## config.mk

```make
export PLATFORM = sky130hd
export DESIGN_NAME = sound_ram_arb_flat
export DESIGN_NICKNAME = d
export VERILOG_FILES = /design/src/rtl/sound_ram_arb_if.sv /design/src/rtl/sound_ram_arb.sv /design/src/flat_wrapper.sv
export SDC_FILE = /design/constraint.sdc
export NUM_CORES = 1
export LEC_CHECK = 0
export CORE_UTILIZATION = 40
export CTS_CLUSTER_DIAMETER = 40
export DETAILED_ROUTE_END_ITERATION = 16
export HOLD_SLACK_MARGIN = 0.02
export PLACE_DENSITY = 0.81
export SYNTH_ARGS = -nofsm -noshare
export SYNTH_HDL_FRONTEND = slang
export SYNTH_SLANG_ARGS = --single-unit
```

## constraint.sdc

```tcl
create_clock -name CLK_32M -period 1.75 [get_ports CLK_32M]
set_clock_uncertainty 0.1 [all_clocks]
set_input_delay 0.2625 -clock CLK_32M [delete_from_list [all_inputs] [get_ports CLK_32M]]
set_output_delay 0.2625 -clock CLK_32M [all_outputs]
set_load 0.01 [all_outputs]
```

## src/rtl/sound_ram_arb_if.sv

```systemverilog
//-----------------------------------------------------------------------------
// sound_ram_arb_if
//   Bundles the main-CPU port, the sound-CPU port, the sound RAM port and the
//   BUSY status of sound_ram_arb.
//
//   slave  : arbiter view (takes requests, drives acks, read data and RAM port)
//   master : requester / RAM-model view (drives requests, RAM read data)
//
//   Main port  : M_REQ, M_WE, M_ADDR[14:0] (word), M_BYTE_SEL[1:0],
//                M_DIN[15:0], M_DOUT[15:0], M_ACK
//   Sound port : Z_REQ, Z_WE, Z_ADDR[15:0] (byte), Z_DIN[7:0], Z_DOUT[7:0],
//                Z_ACK
//   RAM port   : RAM_ADDR[15:0], RAM_WE, RAM_WDATA[7:0], RAM_RDATA[7:0]
//   Status     : BUSY
//-----------------------------------------------------------------------------
`timescale 1ns/1ps
interface sound_ram_arb_if;
   // main CPU (68k side, 16-bit word bus)
   logic        M_REQ;
   logic        M_WE;
   logic [14:0] M_ADDR;
   logic [1:0]  M_BYTE_SEL;
   logic [15:0] M_DIN;
   logic [15:0] M_DOUT;
   logic        M_ACK;
   // sound CPU (Z80 side, 8-bit byte bus)
   logic        Z_REQ;
   logic        Z_WE;
   logic [15:0] Z_ADDR;
   logic [7:0]  Z_DIN;
   logic [7:0]  Z_DOUT;
   logic        Z_ACK;
   // single-port 64 KiB sound RAM
   logic [15:0] RAM_ADDR;
   logic        RAM_WE;
   logic [7:0]  RAM_WDATA;
   logic [7:0]  RAM_RDATA;
   // status
   logic        BUSY;

   modport slave (
      input  M_REQ, M_WE, M_ADDR, M_BYTE_SEL, M_DIN,
      output M_DOUT, M_ACK,
      input  Z_REQ, Z_WE, Z_ADDR, Z_DIN,
      output Z_DOUT, Z_ACK,
      output RAM_ADDR, RAM_WE, RAM_WDATA,
      input  RAM_RDATA,
      output BUSY
   );

   modport master (
      output M_REQ, M_WE, M_ADDR, M_BYTE_SEL, M_DIN,
      input  M_DOUT, M_ACK,
      output Z_REQ, Z_WE, Z_ADDR, Z_DIN,
      input  Z_DOUT, Z_ACK,
      input  RAM_ADDR, RAM_WE, RAM_WDATA,
      output RAM_RDATA,
      input  BUSY
   );
endinterface

```

## src/rtl/sound_ram_arb.sv

```systemverilog
//-----------------------------------------------------------------------------
// sound_ram_arb
//   Shares one single-port 64 KiB byte-wide sound RAM between the 16-bit main
//   CPU and the 8-bit sound CPU.
//
//   Main access : IDLE -> M_LO -> M_HI -> M_END -> IDLE
//                 low byte at {M_ADDR,0} in M_LO, high byte at {M_ADDR,1} in
//                 M_HI, M_ACK pulses in M_END (3 cycles after the grant cycle).
//   Sound access: IDLE -> Z_ACC -> Z_END -> IDLE
//                 Z_ACK pulses in Z_END (2 cycles after the grant cycle).
//
//   RAM read data arrives one cycle after the address, so each read byte is
//   captured on the clock edge that closes the cycle where it is presented.
//   Consequently M_DOUT[7:0] updates as M_END begins, M_DOUT[15:8] and Z_DOUT
//   update on the edge that ends the ACK cycle: the complete read word is
//   visible from the cycle after ACK (when the requester drops REQ).
//
//   Ports
//     CLK_32M : sole clock, rising edge
//     RESET_N : synchronous active-low reset
//     bus     : sound_ram_arb_if.slave (main port, sound port, RAM port, BUSY)
//
//   Configuration
//     SOUND_ARB_RR_EN : when defined, ties in IDLE go to the port not served
//                       last (round robin); otherwise main has fixed priority.
//-----------------------------------------------------------------------------
`timescale 1ns/1ps
module sound_ram_arb (
   input  logic             CLK_32M,
   input  logic             RESET_N,
   sound_ram_arb_if.slave   bus
);

   typedef enum logic [2:0] {
      IDLE  = 3'd0,
      M_LO  = 3'd1,
      M_HI  = 3'd2,
      M_END = 3'd3,
      Z_ACC = 3'd4,
      Z_END = 3'd5
   } state_t;

   state_t      state, state_nxt;

   // request fields captured at grant; the low-byte cycle is driven straight
   // from the live inputs, so only what later states need is kept
   logic [14:0] lat_m_addr;
   logic        lat_m_rd;
   logic        lat_m_we_hi;
   logic [7:0]  lat_m_din_hi;
   logic        lat_z_rd;

   // registered outputs
   logic [15:0] ram_addr_q;
   logic        ram_we_q;
   logic [7:0]  ram_wdata_q;
   logic        m_ack_q;
   logic        z_ack_q;
   logic        busy_q;
   logic [15:0] m_dout_q;
   logic [7:0]  z_dout_q;

   // next values for the registered outputs
   logic [15:0] ram_addr_d;
   logic        ram_we_d;
   logic [7:0]  ram_wdata_d;
   logic        m_ack_d;
   logic        z_ack_d;
   logic        grant_m;
   logic        grant_z;
   logic        m_win;

   //--------------------------------------------------------------------------
   // Arbitration: decides whether main wins when IDLE looks at the requests
   //--------------------------------------------------------------------------
`ifdef SOUND_ARB_RR_EN
   // 1 = sound was served last; reset value lets main win the first tie
   logic last_z;

   assign m_win = bus.M_REQ && (!bus.Z_REQ || last_z);

   always_ff @(posedge CLK_32M) begin
      if (!RESET_N)
         last_z <= 1'b1;
      else if (grant_m)
         last_z <= 1'b0;
      else if (grant_z)
         last_z <= 1'b1;
   end
`else
   assign m_win = bus.M_REQ;
`endif

   //--------------------------------------------------------------------------
   // FSM state register
   //--------------------------------------------------------------------------
   always_ff @(posedge CLK_32M) begin
      if (!RESET_N)
         state <= IDLE;
      else
         state <= state_nxt;
   end

   //--------------------------------------------------------------------------
   // Next state and next output values. RAM address/data hold their last
   // value when not being driven; the write strobe defaults low.
   //--------------------------------------------------------------------------
   always_comb begin
      state_nxt   = state;
      grant_m     = 1'b0;
      grant_z     = 1'b0;
      ram_addr_d  = ram_addr_q;
      ram_wdata_d = ram_wdata_q;
      ram_we_d    = 1'b0;
      m_ack_d     = 1'b0;
      z_ack_d     = 1'b0;

      case (state)
         IDLE: begin
            if (m_win) begin
               state_nxt   = M_LO;
               grant_m     = 1'b1;
               ram_addr_d  = {bus.M_ADDR, 1'b0};
               ram_wdata_d = bus.M_DIN[7:0];
               ram_we_d    = bus.M_WE & bus.M_BYTE_SEL[0];
            end else if (bus.Z_REQ) begin
               state_nxt   = Z_ACC;
               grant_z     = 1'b1;
               ram_addr_d  = bus.Z_ADDR;
               ram_wdata_d = bus.Z_DIN;
               ram_we_d    = bus.Z_WE;
            end
         end
         M_LO: begin
            state_nxt   = M_HI;
            ram_addr_d  = {lat_m_addr, 1'b1};
            ram_wdata_d = lat_m_din_hi;
            ram_we_d    = lat_m_we_hi;
         end
         M_HI: begin
            state_nxt = M_END;
            m_ack_d   = 1'b1;
         end
         M_END: begin
            state_nxt = IDLE;
         end
         Z_ACC: begin
            state_nxt = Z_END;
            z_ack_d   = 1'b1;
         end
         Z_END: begin
            state_nxt = IDLE;
         end
         default: begin
            state_nxt = IDLE;
         end
      endcase
   end

   //--------------------------------------------------------------------------
   // Output registers, request latches and read-data capture
   //--------------------------------------------------------------------------
   always_ff @(posedge CLK_32M) begin
      if (!RESET_N) begin
         ram_addr_q   <= '0;
         ram_we_q     <= 1'b0;
         ram_wdata_q  <= '0;
         m_ack_q      <= 1'b0;
         z_ack_q      <= 1'b0;
         busy_q       <= 1'b0;
         m_dout_q     <= '0;
         z_dout_q     <= '0;
         lat_m_addr   <= '0;
         lat_m_rd     <= 1'b0;
         lat_m_we_hi  <= 1'b0;
         lat_m_din_hi <= '0;
         lat_z_rd     <= 1'b0;
      end else begin
         ram_addr_q  <= ram_addr_d;
         ram_we_q    <= ram_we_d;
         ram_wdata_q <= ram_wdata_d;
         m_ack_q     <= m_ack_d;
         z_ack_q     <= z_ack_d;
         busy_q      <= (state_nxt != IDLE);

         if (grant_m) begin
            lat_m_addr   <= bus.M_ADDR;
            lat_m_rd     <= ~bus.M_WE;
            lat_m_we_hi  <= bus.M_WE & bus.M_BYTE_SEL[1];
            lat_m_din_hi <= bus.M_DIN[15:8];
         end
         if (grant_z)
            lat_z_rd <= ~bus.Z_WE;

         // reads always fetch both bytes, whatever M_BYTE_SEL says
         if (state == M_HI && lat_m_rd)
            m_dout_q[7:0] <= bus.RAM_RDATA;
         if (state == M_END && lat_m_rd)
            m_dout_q[15:8] <= bus.RAM_RDATA;
         if (state == Z_END && lat_z_rd)
            z_dout_q <= bus.RAM_RDATA;
      end
   end

   //--------------------------------------------------------------------------
   // Port drive. The write strobe is gated by RESET_N so that a reset landing
   // in the middle of a main write stops the pending byte in the very cycle
   // reset is asserted, instead of one clock later.
   //--------------------------------------------------------------------------
   assign bus.RAM_ADDR  = ram_addr_q;
   assign bus.RAM_WE    = ram_we_q & RESET_N;
   assign bus.RAM_WDATA = ram_wdata_q;
   assign bus.M_ACK     = m_ack_q;
   assign bus.Z_ACK     = z_ack_q;
   assign bus.M_DOUT    = m_dout_q;
   assign bus.Z_DOUT    = z_dout_q;
   assign bus.BUSY      = busy_q;

endmodule
```

## src/flat_wrapper.sv

```systemverilog
// flat-port wrapper written by rule: the top's interface ports become plain ports
module sound_ram_arb_flat 
  (CLK_32M, RESET_N, bus_M_REQ, bus_M_WE, bus_M_ADDR, bus_M_BYTE_SEL, bus_M_DIN, bus_M_DOUT, bus_M_ACK, bus_Z_REQ, bus_Z_WE, bus_Z_ADDR, bus_Z_DIN, bus_Z_DOUT, bus_Z_ACK, bus_RAM_ADDR, bus_RAM_WE, bus_RAM_WDATA, bus_RAM_RDATA, bus_BUSY);
  sound_ram_arb_if bus_i ();
  input  logic CLK_32M;
  input  logic RESET_N;
  input wire logic [$bits(bus_i.M_REQ)-1:0] bus_M_REQ;
  input wire logic [$bits(bus_i.M_WE)-1:0] bus_M_WE;
  input wire logic [$bits(bus_i.M_ADDR)-1:0] bus_M_ADDR;
  input wire logic [$bits(bus_i.M_BYTE_SEL)-1:0] bus_M_BYTE_SEL;
  input wire logic [$bits(bus_i.M_DIN)-1:0] bus_M_DIN;
  output wire logic [$bits(bus_i.M_DOUT)-1:0] bus_M_DOUT;
  output wire logic [$bits(bus_i.M_ACK)-1:0] bus_M_ACK;
  input wire logic [$bits(bus_i.Z_REQ)-1:0] bus_Z_REQ;
  input wire logic [$bits(bus_i.Z_WE)-1:0] bus_Z_WE;
  input wire logic [$bits(bus_i.Z_ADDR)-1:0] bus_Z_ADDR;
  input wire logic [$bits(bus_i.Z_DIN)-1:0] bus_Z_DIN;
  output wire logic [$bits(bus_i.Z_DOUT)-1:0] bus_Z_DOUT;
  output wire logic [$bits(bus_i.Z_ACK)-1:0] bus_Z_ACK;
  output wire logic [$bits(bus_i.RAM_ADDR)-1:0] bus_RAM_ADDR;
  output wire logic [$bits(bus_i.RAM_WE)-1:0] bus_RAM_WE;
  output wire logic [$bits(bus_i.RAM_WDATA)-1:0] bus_RAM_WDATA;
  input wire logic [$bits(bus_i.RAM_RDATA)-1:0] bus_RAM_RDATA;
  output wire logic [$bits(bus_i.BUSY)-1:0] bus_BUSY;
  assign bus_i.M_REQ = bus_M_REQ;
  assign bus_i.M_WE = bus_M_WE;
  assign bus_i.M_ADDR = bus_M_ADDR;
  assign bus_i.M_BYTE_SEL = bus_M_BYTE_SEL;
  assign bus_i.M_DIN = bus_M_DIN;
  assign bus_M_DOUT = bus_i.M_DOUT;
  assign bus_M_ACK = bus_i.M_ACK;
  assign bus_i.Z_REQ = bus_Z_REQ;
  assign bus_i.Z_WE = bus_Z_WE;
  assign bus_i.Z_ADDR = bus_Z_ADDR;
  assign bus_i.Z_DIN = bus_Z_DIN;
  assign bus_Z_DOUT = bus_i.Z_DOUT;
  assign bus_Z_ACK = bus_i.Z_ACK;
  assign bus_RAM_ADDR = bus_i.RAM_ADDR;
  assign bus_RAM_WE = bus_i.RAM_WE;
  assign bus_RAM_WDATA = bus_i.RAM_WDATA;
  assign bus_i.RAM_RDATA = bus_RAM_RDATA;
  assign bus_BUSY = bus_i.BUSY;
  sound_ram_arb u_core (.CLK_32M(CLK_32M), .RESET_N(RESET_N), .bus(bus_i));
endmodule
```

* Word level (Yosys, flattened, before mapping) *
Cells that the tools add are included.

word-level totals
  word-level logic and storage cells = 52
  register bits = 81

cells by class
  reduce and logical (&&, ||, !) cells = 7
  bitwise gates (word level) = 5
  muxes and demuxes = 19
  equal/unequal tests = 6

operator list
  operator                                        number
  two-way mux 16 bit                              2
  case mux 16 bit (2 select lines)                1
  two-way mux 8 bit                               2
  case mux 8 bit (2 select lines)                 1
  case mux 3 bit (4 select lines)                 1
  two-way mux 1 bit                               9
  == test 3 x 2 -> 1 bit (second input constant)  2
  == test 3 bit (second input constant)           2
  two-way mux 3 bit                               2
  bitwise AND 1 bit                               3
  == test 3 x 1 -> 1 bit (second input constant)  1
  logical AND 1 bit                               3
  logical NOT 3 bit                               1
  inequality test 3 bit (second input constant)   1
  nonzero test 3 bit                              1
  inverter 1 bit                                  2
  case mux 1 bit (2 select lines)                 1
  AND reduction 2 bit                             1
  nonzero test 2 bit                              1

* Longest topological paths before layout *
Gate-level depths: netlist of the first run.

  depth after elaboration = 4
  depth in mapped cells = 6
  gate-level depth less buffers = 3

* Least setup slack after synthesis of the first run *
No wires, ideal clock.

  path type = register to register
  start point = reg u_core.state[0]
  end point = reg u_core.lat_m_din_hi[2]
  arrival time = 1.280 ns
  period minus slack after synthesis = 1.512 ns
  path buffers = 3
  required time = 1.518 ns
  library setup time = 0.132 ns
  cell stages (with the launch flop) = 7
  slack = 0.238 ns
  path through = dfxtp_1 > buf_6 > or4b_1 > buf_2 > buf_6 > nand2_1 > a21oi_1

on the way
  cells in the longest elaborated chain, start to end = 2

RTL lines
  what                    RTL line              source
  from (decl)             sound_ram_arb.sv:43   state_t state, state_nxt;
  from (signal assigned)  sound_ram_arb.sv:101  state <= state_nxt;
  logical NOT 3 bit       sound_ram_arb.sv:118  case (state)
  two-way mux 1 bit       sound_ram_arb.sv:118
  to (signal assigned)    sound_ram_arb.sv:190  lat_m_din_hi <= bus.M_DIN[15:8];
  to (decl)               sound_ram_arb.sv:50   logic [7:0] lat_m_din_hi;

Every way passes these cells.
A chain may end at the register's enable or synchronous reset.

* Worst setup path after layout of the first run *
  start point = in bus_M_REQ
  end point = reg u_core.ram_wdata_q[1], in the netlist u_core.bus.RAM_WDATA[1]

on the way
  cells in the longest elaborated chain, start to end = 2

RTL lines
  what                                                                           RTL line              source
  from (decl)                                                                    flat_wrapper.sv:7     input wire logic [$bits(bus_i.M_REQ)-1:0] bus_M_REQ;
  two-way mux 8 bit / inequality test 3 bit (equally long branches)              --
  case mux 8 bit (2 select lines) / AND reduction 2 bit (equally long branches)  --
  to (signal assigned)                                                           sound_ram_arb.sv:181  ram_wdata_q <= ram_wdata_d;
  to (decl)                                                                      sound_ram_arb.sv:56   logic [7:0] ram_wdata_q;

Parallel ways exist; a longest one is shown, timed or not.

==> run summary, run 1 <==
For the area of the core, the log shows 8258 sq um. Derived from the worst setup path, the maximum achievable clock frequency is 599.1 MHz. During placement, the flow inserted port buffers numbering 122. Sequential cells burn 40.3% of the power. No sink is reached through more buffers than the 2 on the longest clock path. The tightest min-delay check is of the reg -> reg type. The area growth from synthesis to layout is 46.91%.

Entering global routing, the biggest net connects 35 pins. Counting every sink on the clock net gives 81. For the worst-case vdd ir drop, the log shows 0.5535 mV.

Max-cap violations in this run came to 0. The logs give 0 for the diode insertion count for antenna repair and 356 for the count of mapped cells out of synthesis. The number of endpoints failing setup at the final stage came out at 0. From bottom edge to top edge, the die measures 94.56 um. The tools report the number of levels the H-tree was split into as 3.

The number of enable-type register cells in the synthesized netlist is 0, and the final critical-path required period is 1669 ps. The total power divided by cell area came out at 1184 nW/um^2. The run gives 3427 sq um as the post-synthesis instance area. At the pin with the least slew margin, the transition time is 388.3 ps.

The count of unresolved DRC violations after routing is 0. The tools report the final-report max-slew violation count as 0. Global routing finished with a remaining overflow of 0.

The cell-internal power was 4.105 mW. The critical path arrival came out at 1790 ps. TritonCTS built the clock tree. Once the floorplan was initialized, standard cells occupied 41.50% of the core. STA puts the critical path data required time at 1870 ps. The total power after layout was 5.960 mW; the global-route wire length before repair was 14.05 mm.

At the end of the flow, the number of nets in the layout was 554. The tree is rooted in a clkbuf_8. The row count is 33.

The via count of the first global-routing pass is 2910. Summing all placed instances gives a cell area of 4825 sq um. The number of vias per cell after detailed routing came out at 5.169. The run finished with clean final reports. The number of clock buffers added by TritonCTS is 9. The logs give 427 for the post-synth net total and 77 for the number of design-rule violations left by the first detailed-router iteration. The maximum fanout along the worst path is 24, and the reg-to-reg setup timing slack is 100 ps. In this run the critical register-to-register path is launched from u_core.state[0]. The placed wire-length estimate was 6.467 mm. Of the available clock period, the critical path in the final layout requires 95.39%. The Yosys step of the flow raised 0 warnings.

Across every metal layer, demand over resource in global routing totals 20.33%. The run gives 0 as the number of antenna violations at the first check in global routing. The remaining antenna violation count after routing was 0. The logs give 0 for the number of setup buffers added after CTS and 0 ps for the total negative setup slack. The final number of hold-violating endpoints was 0.

The fraction of synthesis flops using an asynchronous set or reset pin was 0%. The finished cells cover 5035 sq um. In this run, the combinational gates consume 35.2% of the power. The analysis attributes to net switching a power of 1.855 mW.

The final core utilization is 60.97%. The mean routed wirelength per cell is 15.31 um. For this design the top-level I/O count stands at 123. Summed over all layers, the routed wires come to 9.077 mm. The sort of element at the start of the critical path was a primary input. The net switching share of the total power came out at 31.12%. The clock reaches the later pin of the worst-skew pair after 340 ps.

The critical path is of the in -> reg type. Sequential elements use 47.32% of the synthesized area. The quantity of hold-fixing buffers added after cts came out at 0.

Before antenna repair, the detailed router went through 4 iterations. The tools report the fraction of power consumed by the clock network as 24.5%. At the end of routability-driven placement, the weighted congestion stood at 0.7967.

The post-CTS clock slew at the launch and capture registers of the worst setup and hold paths was 80 ps. Synthesis inferred 81 register bits. The number of distinct library cells after synthesis is 37. Total via count in the routed design: 3065.

Setup repair after global routing left no endpoint under its margin. The worst setup path is captured at a flop. Among all flip-flop cells after synthesis, the most frequent one is dfxtp_1.

The most critical setup path has its startpoint at bus_M_REQ. Of the cells placed in the final design, the portion with a size suffix greater than 1 is 13.11%. The reported leakage power is 1.926 nW.

In this run the most critical hold path is launched from u_core.bus.Z_DOUT[4]. A synthesized cell averages 9.627 sq um. Headroom to the max-slew limit came out at 73.98%. The floorplan step set the die width to 94.56 um. The area of the die was 8942 sq um.
power groups by stage:
stage | clock (mW) | combinational, mW | sequential, mW
floorplan | 0 | 1.21 | 2.46
global placement | 0 | 2.05 | 2.42
detailed placement | 0 | 2.11 | 2.44
CTS | 1.50 | 2.12 | 2.40
global route | 1.57 | 2.26 | 2.45
finish | 1.46 | 2.10 | 2.40
per-layer routing:
layer / GRT usage [%] / up-vias / routed length [um] / share of wire [%]
met5: 0 / - / 0 / 0
met4: 6.566 / 0 / 93 / 1.0
met3: 7.407 / 10 / 1004 / 11
met2: 34.54 / 123 / 4187 / 46
met1: 23.70 / 1444 / 3792 / 42
li1: - / 1488 / - / -
Yosys cell counts, drive strengths merged (2+ instances only):
cell type | n | share of area (%)
nor4b | 2 | 0.95
dfxtp | 81 | 47
nand4b | 2 | 0.51
and4b | 2 | 0.58
o2bb2ai | 23 | 5.9
buf | 23 | 5.1
inv | 2 | 0.22
nand2 | 81 | 8.9
mux2 | 23 | 7.6
clkbuf | 5 | 0.55
or3b | 2 | 0.51
mux2i | 31 | 9.1
nor3 | 4 | 0.73
a21oi | 44 | 6.8
nor2 | 12 | 1.3
nand3 | 5 | 0.73
worst paths after layout:
kind	end	depth (start not counted)
worst min register to register	u_core.bus.Z_DOUT[4]	2
worst max register to register	u_core.bus.RAM_WDATA[1]	4
worst min-delay path	u_core.bus.Z_DOUT[4]	2
worst max-delay path	u_core.bus.RAM_WDATA[1]	5
worst max-delay path, cell delays in order:
cell and delay [ps]:
clkdlybuf4s50_1 600, buf_12 220, mux2_2 370, mux2i_1 210
o2bb2ai_1 110
cell families (layout without fill, tap and decap cells):
logic type | count (synthesis) | in the layout | synth area share (%)
flops | 81 | 81 | 47.32
xor+xnor | 1 | 1 | 0.2556
simple gates | 118 | 118 | 16.14
compound gates | 72 | 72 | 13.76
mux | 54 | 54 | 16.61
buf+inv | 30 | 162 | 5.914
through the flow:
stage | setup WS (ps) | hold slack (ps) | cells
global placement | -163.4 | 340.3 | 577
floorplan | 237.7 | 258.1 | 356
global route | 34.92 | 374.4 | 593
finish | 80.76 | 354.7 | 593
CTS | 85.04 | 346.3 | 593
detailed placement | -215.6 | 345.5 | 577
flip-flops by register name (all words and copies together) (netlist names):
name	cells
u_core.bus.M_DOUT	16
u_core.bus.M_ACK	1
u_core.state	3
u_core.bus.RAM_WDATA	8
u_core.ram_we_q	1
u_core.bus.RAM_ADDR	16
u_core.lat_m_din_hi	8
u_core.lat_m_addr	15
u_core.lat_m_rd	1
u_core.bus.BUSY	1
u_core.lat_m_we_hi	1
u_core.bus.Z_ACK	1
u_core.bus.Z_DOUT	8
u_core.lat_z_rd	1
layout by cell type (no fill, tap or decap), drive strengths merged, types with 2 or more instances in the layout:
cell,instances
o2bb2ai,23
buf,22
mux2,23
clkdlybuf4s50,121
nand3,5
clkinvlp,2
dfxtp,81
nand2,81
inv,2
bufinv,2
nor4b,2
mux2i,31
and4b,2
nor2,12
clkbuf,11
nor3,4
or3b,2
a21oi,44
nand4b,2
what timing repair did:
| action | CTS | global route |
|---|---|---|
| gates resized for setup | 1 | 0 |
| endpoints found under the hold margin | 0 | 0 |
| setup endpoints to repair | 1 | 0 |
layout make-up:
| cell class | count | area [sq um] |
|---|---|---|
| Fill cell | 699 | 3223 |
| Sequential cell | 81 | 1622 |
| Multi-Input combinational cell | 245 | 1603 |
| Timing Repair Buffer | 144 | 1460 |
| Clock buffer | 11 | 131.4 |
| Tap cell | 105 | 131.4 |
| Clock inverter | 5 | 80.08 |
| Inverter | 2 | 7.507 |
(Power assumes the default switching activity.)
==> run 2, diff against run 1 <==
--- a/config.mk
+++ b/config.mk
@@ -5,11 +5,14 @@
 export SDC_FILE = /design/constraint.sdc
 export NUM_CORES = 1
 export LEC_CHECK = 0
+export ABC_AREA = 1
 export CORE_UTILIZATION = 40
 export CTS_CLUSTER_DIAMETER = 40
 export DETAILED_ROUTE_END_ITERATION = 16
 export HOLD_SLACK_MARGIN = 0.02
-export PLACE_DENSITY = 0.81
+export PLACE_DENSITY = 0.79
+export REMOVE_ABC_BUFFERS = 1
+export SLEW_MARGIN = 20
 export SYNTH_ARGS = -nofsm -noshare
 export SYNTH_HDL_FRONTEND = slang
 export SYNTH_SLANG_ARGS = --single-unit
==> run summary, run 2 <==
The via count of the first global-routing pass was 3573 (was 2910). Hold-critical path depth: 4 (was 2). Worst-path cell with the longest stage delay: clkdlybuf4s50_1 (unchanged). The tools report the register area share after synthesis as 43.45% (was 47.32%). TritonCTS built the clock tree. Top cell types by occurrence after synthesis: nand2_1 (254), nor2_1 (104), dfxtp_1 (81) (was dfxtp_1 (81), nand2_1 (81), a21oi_1 (43)). The area growth from synthesis to final layout came out at 42.24% (was 46.91%).

The count of unresolved DRC violations after routing was 0 (unchanged). The run gives 0 (unchanged) as the quantity of hold-fixing buffers added after cts. The area fraction of the dominant cell type after synthesis was 43.45% (was 47.32%); the total via count in the routed design was 3931 (was 3065). Setup slack of the critical path after layout: 118.6 ps (was 80.76 ps). The capturing point of the worst reg2reg path is u_core.bus.M_DOUT[14] (was u_core.bus.RAM_WDATA[1]).

The family of cells with the greatest summed delay on the critical path was buffers and inverters (unchanged). Highest-count cells in the layout ignoring fill and taps: nand2_1 (254), clkdlybuf4s50_1 (120), nor2_1 (104), dfxtp_1 (81), inv_1 (41) (was clkdlybuf4s50_1 (121), nand2_1 (81), dfxtp_1 (81), a21oi_1 (43), mux2i_1 (31)). The number of placed instances with taps included is 813 (was 577). Remaining antenna violation count after routing: 0 (unchanged). The post-synthesis register bit count is 81 (unchanged), and the number of setup buffers added after CTS is 0 (unchanged). The number of instances resized during post-cts repair came out at 0 (was 1). Cell depth of the worst flop-to-flop path: 5 (was 4).

The cell type with the highest aggregate area in the netlist is dfxtp_1 (unchanged). The final critical-path required period is 1631 ps (was 1669 ps), and the number of design-rule violations left by the first detailed-router iteration is 198 (was 77). Yosys instantiated no cell more often than nand2_1.

The number of levels the H-tree was split into was 3 (unchanged). The number of buffer and inverter instances along the worst setup path came out at 1 (was 2). The starting density of the core was 41.98% (was 41.50%); the mean instance size in the synthesized netlist was 6.283 sq um (was 9.627 sq um).

The end of the worst hold path was u_core.bus.RAM_ADDR[1] (was u_core.bus.Z_DOUT[4]). Hold path startpoint: RESET_N (was u_core.bus.Z_DOUT[4]). The run gives 16.54 mm (was 14.05 mm) as the global-route wire length before repair.

Most frequently used flop master after synthesis: dfxtp_1 (unchanged). The worst-margin pin slew is 496.9 ps (was 388.3 ps), and the worst-case vdd ir drop is 0.4308 mV (was 0.5535 mV). The run gives 0 (unchanged) as the final-report max-slew violation count. The number of antenna violations at the first check in global routing was 0 (unchanged); the count of buffers inserted at the top-level ports was 122 (unchanged).

Crit path cell chain: clkdlybuf4s50_1 (was clkdlybuf4s50_1, buf_12, mux2_2, mux2i_1, o2bb2ai_1). The insertion delay of the later-clocked pin in the worst-skew pair was 350 ps (was 340 ps); the area of the die was 9721 sq um (was 8942 sq um). The final net count was 787 (was 554).

The final global-route overflow total came out at 0 (unchanged). The number of I/O pins is 123 (unchanged), and the critical path arrival is 1270 ps (was 1790 ps). The die boundary height came out at 98.60 um (was 94.56 um). Clock tree root driver cell: clkbuf_8 (unchanged).

The number of buffers added by the clock tree synthesis step was 9 (unchanged); the number of vias per cell after detailed routing was 4.748 (was 5.169). Reported leakage power: 2.484 nW (was 1.926 nW). The mean routed wirelength per cell is 12.28 um (was 15.31 um).

The peak per-stage delay on the critical path is 560 ps (was 600 ps). The area of the core came out at 8891 sq um (was 8258 sq um). The number of endpoints failing setup at the final stage was 0 (unchanged). The startpoint of the most critical register-to-register path is u_core.state[2] (was u_core.state[0]). The row count is 34 (was 33). The classification of the worst-slack hold path was in -> reg (was reg -> reg).

The number of enable-type register cells in the synthesized netlist was 0 (unchanged). Final number of hold-violating endpoints: 0 (unchanged). The number of distinct library cells after synthesis was 18 (was 37); the worst slew slack as a fraction of its limit was 66.82% (was 73.98%). The weighted congestion reported at the end of routability-driven placement was 0.8071 (was 0.7967); the clock sink total was 81 (unchanged). The fraction of the cycle the final worst path needs works out to 93.22% (was 95.39%). The largest buffer count on any clock path is 2 (unchanged), and the final cell count without fillers is 828 (was 593). The logs give 613.0 MHz (was 599.1 MHz) for the highest clock frequency the design can meet and 3732 sq um (was 3427 sq um) for the post-synthesis instance area. Fraction of final layout cells with drive strength greater than 1: 6.389% (was 13.11%). The sort of element at the start of the critical path is a flop (was a primary input).

The die boundary width works out to 98.60 um (was 94.56 um). The run finished with clean final reports. The maximum fanout along the worst path was 2 (was 24). The commonest non-fill, non-tap cell in the layout was nand2_1 (was clkdlybuf4s50_1). The post-CTS clock slew at the launch and capture registers of the worst setup and hold paths is 90 ps (was 80 ps). The tools report the reg-to-reg setup timing slack as 240 ps (was 100 ps).

The logs give 35 (unchanged) for the maximum number of pins on one net before global-route repair and 594 (was 356) for the count of mapped cells out of synthesis. The first-pass iteration count of the detailed router was 5 (was 4). The overall routed net length came out at 10.17 mm (was 9.077 mm). The logs give 7.407 mm (was 6.467 mm) for the placed wire-length estimate and 21.56% (was 20.33%) for the global-route usage over all layers. The kind of end point of the critical path was an output port (was a flop). The count of max-cap constraint violations is 0 (unchanged), and the fraction of synthesis flops using an asynchronous set or reset pin is 0% (unchanged).

The required arrival time at the worst endpoint is 1390 ps (was 1870 ps), and the total power divided by cell area is 954.3 nW/um^2 (was 1184 nW/um^2). The source of the critical timing path was u_core.bus.RAM_WDATA[7] (was bus_M_REQ). The count of warnings emitted by yosys was 0 (unchanged). The diode insertion count for antenna repair came out at 0 (unchanged). Setup repair after global routing left no endpoint under its margin. For the total power after layout, the log shows 5.066 mW (was 5.960 mW). For the worst setup timing slack at the placement stage, the log shows 3.154 ps (was -215.6 ps). The path type of the worst setup path is reg -> out (was in -> reg). Synth top area cells: dfxtp_1 (43%), nand2_1 (26%), nor2_1 (10%), inv_1 (4.1%), a21oi_1 (3.6%) (was dfxtp_1 (47%), mux2i_1 (9.1%), nand2_1 (8.9%), mux2_2 (7.6%), a21oi_1 (6.3%)).
run 2: routing by layer:
metal	routed length, um	share of wire [%]	vias to the layer above	global-route usage [%]
li1	-	-	2040	-
met4	268	2.6	0	10.91
met3	546	5.4	23	3.688
met2	4875	48	121	36.51
met5	0	0	-	0
met1	4475	44	1747	26.46
run 2: report_power, final:
group          total [mW]  switching [mW]  internal, mW
combinational        1.42           0.749         0.671
sequential           2.15           0.113          2.04
clock                1.50           0.662         0.835
run 2: kinds of logic after synthesis:
kind of cell | Yosys count | share of synthesized area (%)
buffers and inverters | 78 | 9.320
and+or+nand+nor | 392 | 41.47
AOI/OAI and AO/OA | 43 | 5.766
DFF | 81 | 43.45
run 2: through the flow:
step	area [sq um]	setup TNS [ps]	util (%)	hold WS, ps
3_3_place_gp	5096	0	57.32	350.8
2_1_floorplan	3565	-3291	-	249.5
4_1_cts	5306	0	59.68	311.5
6_report	5309	0	59.71	329.3
3_5_place_dp	5096	0	57.32	356.9
5_1_grt	5309	0	59.71	329.6
run 2: layout make-up:
class | count | area, sq um
clock buffers | 12 | 145.1
clock inverters | 3 | 65.06
fillers | 841 | 3582
inverters | 48 | 180.2
multi-input cells | 435 | 1763
flip-flops and latches | 81 | 1622
well taps | 108 | 135.1
repair buffers | 141 | 1399
run 2: worst max path at each step:
stage / end / slack, ps / cells past startpoint
global placement: u_core.lat_m_addr[8] / 40 / 7
global route: u_core.bus.M_DOUT[14] / 50 / 5
detailed placement: u_core.lat_m_addr[4] / 3 / 7
CTS: bus_RAM_WE / 30 / 3
floorplan: u_core.bus.RAM_ADDR[10] / -140 / 6
finish: bus_RAM_WDATA[7] / 120 / 1
==> run 3, diff against run 2 <==
--- a/config.mk
+++ b/config.mk
@@ -10,7 +10,7 @@
 export CTS_CLUSTER_DIAMETER = 40
 export DETAILED_ROUTE_END_ITERATION = 16
 export HOLD_SLACK_MARGIN = 0.02
-export PLACE_DENSITY = 0.79
+export PLACE_DENSITY = 0.73
 export REMOVE_ABC_BUFFERS = 1
 export SLEW_MARGIN = 20
 export SYNTH_ARGS = -nofsm -noshare
==> run summary, run 3 (same netlist as run 2, synthesis figures left out) <==
The run gives 123 (unchanged) as the number of I/O pins. For the final global-route overflow total, the log shows 0 (unchanged). The count of fill cells added during filler insertion was 834 (was 841); the combined area of the multi-input logic cells was 1763 sq um (unchanged). The final cell count without fillers is 826 (was 828). The logs give 1390 ps (about the same) for the required arrival time at the worst endpoint and 3567 (was 3573) for the via count of the first global-routing pass.

Count of buffers inserted at the top-level ports: 122 (unchanged). The logs give 9.944 mm (was 10.17 mm) for the overall routed net length and 785 (was 787) for the final net count. The run finished with clean final reports.

The final number of hold-violating endpoints is 0 (unchanged). Setup repair after global routing left no endpoint under its margin. The logs give 0 (unchanged) for the number of antenna violations at the first check in global routing and 593.9 MHz (was 613.0 MHz) for the highest clock frequency the design can meet.

For the net switching power, the log shows 1.485 mW (was 1.523 mW). The classification of the worst-slack hold path was reg -> reg (was in -> reg). Path type of the worst setup path: reg -> out (unchanged).

The tools report the setup slack of the critical path after layout as 66.28 ps (was 118.6 ps). The run gives 2.442 nW (was 2.484 nW) as the reported leakage power. The number of levels the H-tree was split into is 3 (unchanged). The run gives 4.739 mW (was 5.066 mW) as the total power after layout. The sort of element at the start of the critical path was a flop (unchanged). The run gives 39 (was 35) as the maximum number of pins on one net before global-route repair.

The cell depth of the worst flop-to-flop path works out to 6 (was 5). The final-report max-slew violation count came out at 0 (unchanged). The fraction of the cycle the final worst path needs is 96.21% (was 93.22%), and the starting density of the core is 41.98% (unchanged). Number of setup buffers added after CTS: 0 (unchanged). The fraction of power consumed by sequential logic was 45.4% (was 42.4%).

For the global-route wire length before repair, the log shows 16.04 mm (was 16.54 mm). The fraction of final layout cells with drive strength greater than 1 is 6.407% (was 6.389%). The commonest non-fill, non-tap cell in the layout is nand2_1 (unchanged). The tools report the reg-to-reg setup timing slack as 150 ps (was 240 ps). The tools report the number of placed instances with taps included as 811 (was 813). The number of vias per cell after detailed routing came out at 4.673 (was 4.748). The net switching share of the total power was 31.33% (was 30.07%). The tools report the worst-case vdd ir drop as 0.4590 mV (was 0.4308 mV). The area of the die is 9721 sq um (unchanged). The worst slew slack as a fraction of its limit was 65.74% (was 66.82%); the post-CTS clock slew at the launch and capture registers of the worst setup and hold paths was 70 ps (was 90 ps).

The run gives 34 (unchanged) as the row count. The mean routed wirelength per cell was 12.04 um (was 12.28 um); the global-route usage over all layers was 20.79% (was 21.56%). The clock sink total was 81 (unchanged); the die boundary width was 98.60 um (unchanged). The worst setup timing slack at the placement stage was 14.56 ps (was 3.154 ps); the hold-critical path depth was 2 (was 4). The first-pass iteration count of the detailed router was 4 (was 5); the die boundary height was 98.60 um (unchanged). The worst-margin pin slew is 513.2 ps (was 496.9 ps), and the tightest hold margin is 364.9 ps (was 329.3 ps). The area of the core is 8891 sq um (unchanged), and the weighted congestion reported at the end of routability-driven placement is 0.8233 (was 0.8071).

For the count of max-cap constraint violations, the log shows 0 (unchanged). The clock tree root driver cell was clkbuf_8 (unchanged). The total via count in the routed design is 3860 (was 3931).

The total power divided by cell area is 901.9 nW/um^2 (was 954.3 nW/um^2). Combinational fraction of design power: 30.2% (was 28.0%). Highest-count cells in the layout ignoring fill and taps: nand2_1 (254), clkdlybuf4s50_1 (121), nor2_1 (104), dfxtp_1 (81), inv_1 (40) (was nand2_1 (254), clkdlybuf4s50_1 (120), nor2_1 (104), dfxtp_1 (81), inv_1 (41)). The area growth from synthesis to final layout works out to 40.80% (was 42.24%). The number of design-rule violations left by the first detailed-router iteration came out at 164 (was 198). For the quantity of hold-fixing buffers added after cts, the log shows 0 (unchanged).

The storage element area is 1622 sq um (unchanged), and the number of buffers added by the clock tree synthesis step is 9 (unchanged). TritonCTS built the clock tree. The placed wire-length estimate was 7.201 mm (was 7.407 mm); the final critical-path required period was 1684 ps (was 1631 ps). For the final core utilization, the log shows 59.11% (was 59.71%). For the critical path arrival, the log shows 1320 ps (was 1270 ps).

The logs give 24.5% (was 29.5%) for the fraction of power consumed by the clock network and 0 (unchanged) for the count of unresolved DRC violations after routing. The tools report the remaining antenna violation count after routing as 0 (unchanged). The tools report the insertion delay of the later-clocked pin in the worst-skew pair as 340 ps (was 350 ps). Kind of end point of the critical path: an output port (unchanged). The maximum fanout along the worst path is 1 (was 2). The number of endpoints failing setup at the final stage is 0 (unchanged). The largest buffer count on any clock path is 2 (unchanged), and the cell-internal power is 3.255 mW (was 3.543 mW). The diode insertion count for antenna repair was 0 (unchanged).
==> run 3: per-stage QoR <==
stage | TNS (ps) | area [sq um]
floorplan | -3291 | 3565
global placement | 0 | 5094
detailed placement | 0 | 5094
CTS | 0 | 5255
global route | 0 | 5255
finish | 0 | 5255
==> run 3: worst paths after layout <==
check                                            start                      to
worst max-delay path                   u_core.ram_we_q              bus_RAM_WE
worst min-delay path            u_core.lat_m_din_hi[5]  u_core.lat_m_din_hi[5]
worst max register to register         u_core.state[2]    u_core.bus.M_DOUT[4]
worst min register to register  u_core.lat_m_din_hi[5]  u_core.lat_m_din_hi[5]
==> run 3: per-layer routing <==
metal  wire length, um  global-route usage [%]  part of all wire, %
met1              4282                   24.44                   43
met2              4766                   35.70                   48
met3               535                   5.319                  5.4
met4               359                   9.414                  3.6
met5                 0                       0                    0
==> run 3: power groups by stage <==
stage	combinational, mW	clock [mW]	sequential [mW]
5_1_grt	1.60	1.26	2.17
4_1_cts	1.44	1.19	2.15
3_5_place_dp	1.43	0	2.19
3_3_place_gp	1.41	0	2.18
2_1_floorplan	0.650	0	2.23
6_report	1.43	1.16	2.15
==> run 3: worst max-delay path, cell delays in order, from the launching register on <==
cell             delay [ps]
dfxtp_1                 350
nand2_1                  60
inv_1                    50
clkdlybuf4s50_1         520
==> run 3: layout make-up <==
class / instances / area share, %
Clock buffer: 11 / 2.690
Clock inverter: 4 / 0.3810
Inverter: 48 / 3.429
Multi-Input combinational cell: 435 / 33.55
Sequential cell: 81 / 30.86
Tap cell: 108 / 2.571
Timing Repair Buffer: 139 / 26.52
==> run 3: what timing repair did <==
item,4_1_cts,5_1_grt
setup endpoints to repair,0,2
endpoints found under the hold margin,0,0
resized for setup,0,1
